## src/rtl/bcd_to_bin_seq.sv

```systemverilog
// bcd_to_bin_seq: sequential packed-BCD to binary converter, one digit per clock, most-significant first.
// Optional build macro BCD2BIN_CHECK_EN: digits >9 give err=1 and bin_out=0; otherwise raw nibbles are used and err=0.
module bcd_to_bin_seq #(
  parameter int DIGITS = 4,
  parameter int BIN_W  = 14
) (
  input  logic                clk,
  input  logic                rst_n,
  input  logic                start,
  input  logic [4*DIGITS-1:0] bcd_in,
  output logic                busy,
  output logic                done,
  output logic [BIN_W-1:0]    bin_out,
  output logic                err
);

  localparam int CNT_W = (DIGITS > 1) ? $clog2(DIGITS) : 1;
  localparam int EXT_W = BIN_W + 4;
  localparam logic [CNT_W-1:0] LAST_CNT = CNT_W'(DIGITS - 1);

  typedef enum logic [0:0] {IDLE = 1'b0, CONV = 1'b1} state_t;

  state_t              state_q, state_d;
  logic [BIN_W-1:0]    acc_q, acc_d;
  logic [4*DIGITS-1:0] sh_q, sh_d;
  logic [CNT_W-1:0]    cnt_q, cnt_d;
  logic                busy_q, busy_d;
  logic                done_q, done_d;
  logic [BIN_W-1:0]    bin_q, bin_d;
  logic [3:0]          nib_s;

  // acc*10 + digit at BIN_W+4 bits, truncated back to BIN_W
  function automatic logic [BIN_W-1:0] mac10(input logic [BIN_W-1:0] acc, input logic [3:0] nib);
    logic [EXT_W-1:0] ext;
    logic [EXT_W-1:0] sum;
    ext = {4'b0000, acc};
    sum = (ext << 2'd3) + (ext << 2'd1) + {{BIN_W{1'b0}}, nib};
    return sum[BIN_W-1:0];
  endfunction

`ifdef BCD2BIN_CHECK_EN
  logic inv_q, inv_d;
  logic err_q, err_d;

  function automatic logic digit_invalid(input logic [3:0] nib);
    return (nib > 4'd9);
  endfunction
`endif

  assign nib_s = sh_q[4*DIGITS-1 -: 4];

  // State register
  always_ff @(posedge clk or negedge rst_n) begin
    if (!rst_n) begin
      state_q <= IDLE;
    end else begin
      state_q <= state_d;
    end
  end

  // Next-state logic
  always_comb begin
    state_d = state_q;
    case (state_q)
      IDLE: begin
        if (start) state_d = CONV;
        else       state_d = IDLE;
      end
      CONV: begin
        if (cnt_q == LAST_CNT) state_d = IDLE;
        else                   state_d = CONV;
      end
      default: state_d = IDLE;
    endcase
  end

  // Datapath and output next values
  always_comb begin
    acc_d  = acc_q;
    sh_d   = sh_q;
    cnt_d  = cnt_q;
    done_d = 1'b0;
    bin_d  = bin_q;
    busy_d = (state_d == CONV);
`ifdef BCD2BIN_CHECK_EN
    inv_d  = inv_q;
    err_d  = err_q;
`endif
    case (state_q)
      IDLE: begin
        if (start) begin
          sh_d  = bcd_in;
          acc_d = {BIN_W{1'b0}};
          cnt_d = {CNT_W{1'b0}};
`ifdef BCD2BIN_CHECK_EN
          inv_d = 1'b0;
`endif
        end else begin
          sh_d = sh_q;
        end
      end
      CONV: begin
        acc_d = mac10(acc_q, nib_s);
        sh_d  = sh_q << 3'd4;
        cnt_d = cnt_q + CNT_W'(1);
`ifdef BCD2BIN_CHECK_EN
        inv_d = inv_q | digit_invalid(nib_s);
`endif
        if (cnt_q == LAST_CNT) begin
          done_d = 1'b1;
`ifdef BCD2BIN_CHECK_EN
          if (inv_d) begin
            bin_d = {BIN_W{1'b0}};
            err_d = 1'b1;
          end else begin
            bin_d = acc_d;
            err_d = 1'b0;
          end
`else
          bin_d = acc_d;
`endif
        end else begin
          done_d = 1'b0;
        end
      end
      default: begin
        acc_d = {BIN_W{1'b0}};
      end
    endcase
  end

  // Datapath and output registers
  always_ff @(posedge clk or negedge rst_n) begin
    if (!rst_n) begin
      acc_q  <= {BIN_W{1'b0}};
      sh_q   <= {(4*DIGITS){1'b0}};
      cnt_q  <= {CNT_W{1'b0}};
      busy_q <= 1'b0;
      done_q <= 1'b0;
      bin_q  <= {BIN_W{1'b0}};
`ifdef BCD2BIN_CHECK_EN
      inv_q  <= 1'b0;
      err_q  <= 1'b0;
`endif
    end else begin
      acc_q  <= acc_d;
      sh_q   <= sh_d;
      cnt_q  <= cnt_d;
      busy_q <= busy_d;
      done_q <= done_d;
      bin_q  <= bin_d;
`ifdef BCD2BIN_CHECK_EN
      inv_q  <= inv_d;
      err_q  <= err_d;
`endif
    end
  end

  assign busy    = busy_q;
  assign done    = done_q;
  assign bin_out = bin_q;
`ifdef BCD2BIN_CHECK_EN
  assign err     = err_q;
`else
  assign err     = 1'b0;
`endif

endmodule

```

## config.mk

```make
export PLATFORM = sky130hd
export DESIGN_NAME = bcd_to_bin_seq
export DESIGN_NICKNAME = d
export VERILOG_FILES = /design/src/rtl/bcd_to_bin_seq.sv
export SDC_FILE = /design/constraint.sdc
export NUM_CORES = 1
export LEC_CHECK = 0
export CAP_MARGIN = 20
export CORE_ASPECT_RATIO = 1.4
export CORE_MARGIN = 3
export CORE_UTILIZATION = 50
export CTS_CLUSTER_DIAMETER = 50
export DETAILED_ROUTE_END_ITERATION = 8
export MAX_ROUTING_LAYER = met4
export PLACE_DENSITY = 0.77
export SYNTH_ARGS = -nofsm -noshare
export SYNTH_HDL_FRONTEND = slang
export SYNTH_SLANG_ARGS = --single-unit
```

## constraint.sdc

```tcl
create_clock -name clk -period 3.19 [get_ports clk]
set_clock_uncertainty 0.1 [all_clocks]
set_input_delay 0.7975 -clock clk [delete_from_list [all_inputs] [get_ports clk]]
set_output_delay 0.7975 -clock clk [all_outputs]
set_load 0.1 [all_outputs]
```

==> results of run 1 <==
## flip-flops by register name, indices dropped and copies added (netlist names)
register	count
sh_q	16
bin_out	14
acc_q	13
cnt_q	2
busy	1
done	1
## worst max-delay path, cell delays in order, from the launching register on
cell and delay, ns:
dfrtp_1 0.35, inv_1 0.07, fa_1 0.59, inv_1 0.06, ha_1 0.28, a21o_1 0.17, and3_2 0.23, o21a_1 0.24
or4_1 0.49, nand3_1 0.09
## cells in the final DEF, fill, tap and decap left out, types with 2 or more instances in the layout
cell / n
dfrtp_1: 47
nand2_1: 39
ha_1: 23
o21ai_0: 20
buf_4: 20
mux2i_1: 17
clkdlybuf4s50_1: 17
nor2_1: 12
inv_1: 11
nand3_1: 7
a22o_1: 6
a21o_1: 5
a21oi_1: 5
o31ai_1: 5
xnor2_1: 5
clkbuf_8: 5
a211o_1: 3
nand4_1: 3
o2111ai_1: 3
and3_1: 2
o211ai_1: 2
a31oi_1: 2
nand2b_1: 2
and2_1: 2
or4_1: 2
mux2_2: 2
nor3_1: 2
fa_1: 2
## kinds of logic (layout without fill, tap and decap cells)
group	after synthesis	count (layout)
buffers and inverters	24	57
AOI/OAI and AO/OA	58	58
xor gates and xnor gates	6	6
adders and majority gates	25	25
other	1	1
muxes	19	19
and+or+nand+nor	76	76
DFF	47	47
## metal layers
layer,vias up,global-route usage (%),wire length (um)
met5,-,-,0
met4,0,6.94,137
met3,14,4.17,161
met2,37,34.0,2910
met1,941,21.8,2240
li1,981,-,-
## final cells by class
cell class | instances | area [um2]
sequential | 47 | 1180
inverter | 12 | 45.0
timing repair buffer | 39 | 345
tap | 64 | 80.1
multi-input combinational | 185 | 1320
clock buffer | 6 | 72.6
fill | 457 | 1910
## worst max-delay path by stage
stage	from	endpoint	slack, ns	cells after the start
floorplan	acc_q[0]	acc_q[9]	0.60	9
global placement	acc_q[0]	bin_out[9]	0.51	9
detailed placement	acc_q[0]	acc_q[9]	0.46	9
CTS	acc_q[0]	acc_q[9]	0.44	9
global route	acc_q[0]	acc_q[9]	0.33	9
finish	acc_q[0]	bin_out[9]	0.46	9
## through the flow
step	utilization, %	area (um2)
2_1_floorplan	-	2620
3_3_place_gp	59.9	2970
3_5_place_dp	59.9	2970
4_1_cts	61.4	3040
5_1_grt	61.4	3040
6_report	61.4	3040
==> metrics.txt, run 1 <==
syn_nets 300; Post-Synth XOR/XNOR Area under 10%; critical path endpoint category register; arrival time at the worst endpoint roughly 2.9 ns; Layout area overhead 16.0%; Avg WL per Cell approximately 15 um; Syn Inst Count roughly 260; RSZ-0062 raised after global routing false; status complete, no violations; Max Freq approximately 0.37 GHz; post-synth top area cell dfrtp_1; Post-synth EDFFs 0; initial cell density of the core roughly 53%; pin count of the biggest net entering global routing 40; largest family of logic cells by synthesized area compound AO/OA/AOI/OAI gates; r2r startpoint acc_q[0]; count of final hold-check violations 0; critical path launch point type register; Synth Cell Area about 2600 um2; CTS Buf Count 5; die area ~6200 um2; pre-CTS WS 0.461 ns; CP required approximately 3.3 ns; hold_buf cts 0; fraction of layout cells with a size suffix above 1 11.4%; MaxCap Viol Count 0; Slew headroom 63.4%; hold slack about 0.38 ns; Synth Area in Simple Gates a little over an eighth; top-count cell post-synth dfrtp_1; IO Port Bufs 34; cell count of the worst reg-to-reg path 9; Period Utilization, post-route a little under nine tenths; placed cells about 350; number of remaining DRC errors 0; Clock Latency Late Sink about 0.3 ns; Area contributors post-synth dfrtp_1 45%, ha_1 11%, mux2i_1 6.5%, nand2_1 5.6%, o21ai_0 3.8%; crit-path max FO 6; Final TNS setup 0 ns; Initial DRC Count 52; Max clock buf depth 2; core area approximately 5000 um2; post-synthesis register bit count between 40 and 50; register area share after synthesis 44.8%; Post-Synth Adder-Cell Area between 10 and 15%; # IOs 36; Setup Viol. Count Final 0; CTS tree done; hold crit path type in2async; Synth Area in Compound Gates between 15 and 20%; router iterations before antenna repair 4; first-pass GRT wire length between 8000 and 9000 um; transition time of the tightest slew-check pin around 0.55 ns; r2r endpoint bin_out[9]; H-tree Lvls 2; max-slew violations 0; post-synthesis mux area share roughly 7.3%; slack of the critical path about 0.46 ns; Post-synth top cells 47 x dfrtp_1, 39 x nand2_1, 23 x ha_1; HPWL after DPL 4090 um; routability cong. ~0.9; # diodes 0; kind of critical path reg2reg; reg-to-reg slack, setup ~0.46 ns; post-route ant nets 0; Post-CTS Resized 0; number of global-route vias before repair a little under 2k; Worst-path clk slew ~0.080 ns; final net count between 300 and 400; clock root buffer clkbuf_8; Via Count approximately 2k; die width around 67 um; Die Span Y 91.7 um; ys async rst share between 90% and 100%; Vias/cell 5.59; Std-Cell Rows 30; share of the synthesized area in the top cell type 44.8%; Top FF cell, synth dfrtp_1; GR Overflow Total 0; Yosys cell types 46; Finished Layout Cells about 350; # Post-CTS Setup Buffers 0; initial antenna violation count 0; DRT Wirelength 5450 um; CTS sink cnt between 40 and 50; fin crit period approximately 2.7 ns; Ys Warns 0; Avg Cell Area, Syn 10.2 um2; Total Routing Usage GR approximately a fifth
Power of run 1 is not shown: default switching activity piles up to over one toggle a cycle in this logic, so the estimate is an artifact.
==> inputs of run 2 (changes only) <==
--- a/config.mk
+++ b/config.mk
@@ -5,7 +5,7 @@
 export SDC_FILE = /design/constraint.sdc
 export NUM_CORES = 1
 export LEC_CHECK = 0
-export CAP_MARGIN = 20
+export CAP_MARGIN = 10
 export CORE_ASPECT_RATIO = 1.4
 export CORE_MARGIN = 3
 export CORE_UTILIZATION = 50
@@ -13,6 +13,7 @@
 export DETAILED_ROUTE_END_ITERATION = 8
 export MAX_ROUTING_LAYER = met4
 export PLACE_DENSITY = 0.77
+export SLEW_MARGIN = 20
 export SYNTH_ARGS = -nofsm -noshare
 export SYNTH_HDL_FRONTEND = slang
 export SYNTH_SLANG_ARGS = --single-unit
==> results of run 2 <==
The final DEF is identical to that of run 1; final timing and power are the same.
Power of run 2 is left out for the same reason.
==> inputs of run 3 (changes only) <==
--- a/config.mk
+++ b/config.mk
@@ -13,7 +13,6 @@
 export DETAILED_ROUTE_END_ITERATION = 8
 export MAX_ROUTING_LAYER = met4
 export PLACE_DENSITY = 0.77
-export SLEW_MARGIN = 20
 export SYNTH_ARGS = -nofsm -noshare
 export SYNTH_HDL_FRONTEND = slang
 export SYNTH_SLANG_ARGS = --single-unit
==> results of run 3 <==
The final DEF is identical to that of run 1; final timing and power are the same.
Power of run 3 is left out for the same reason.
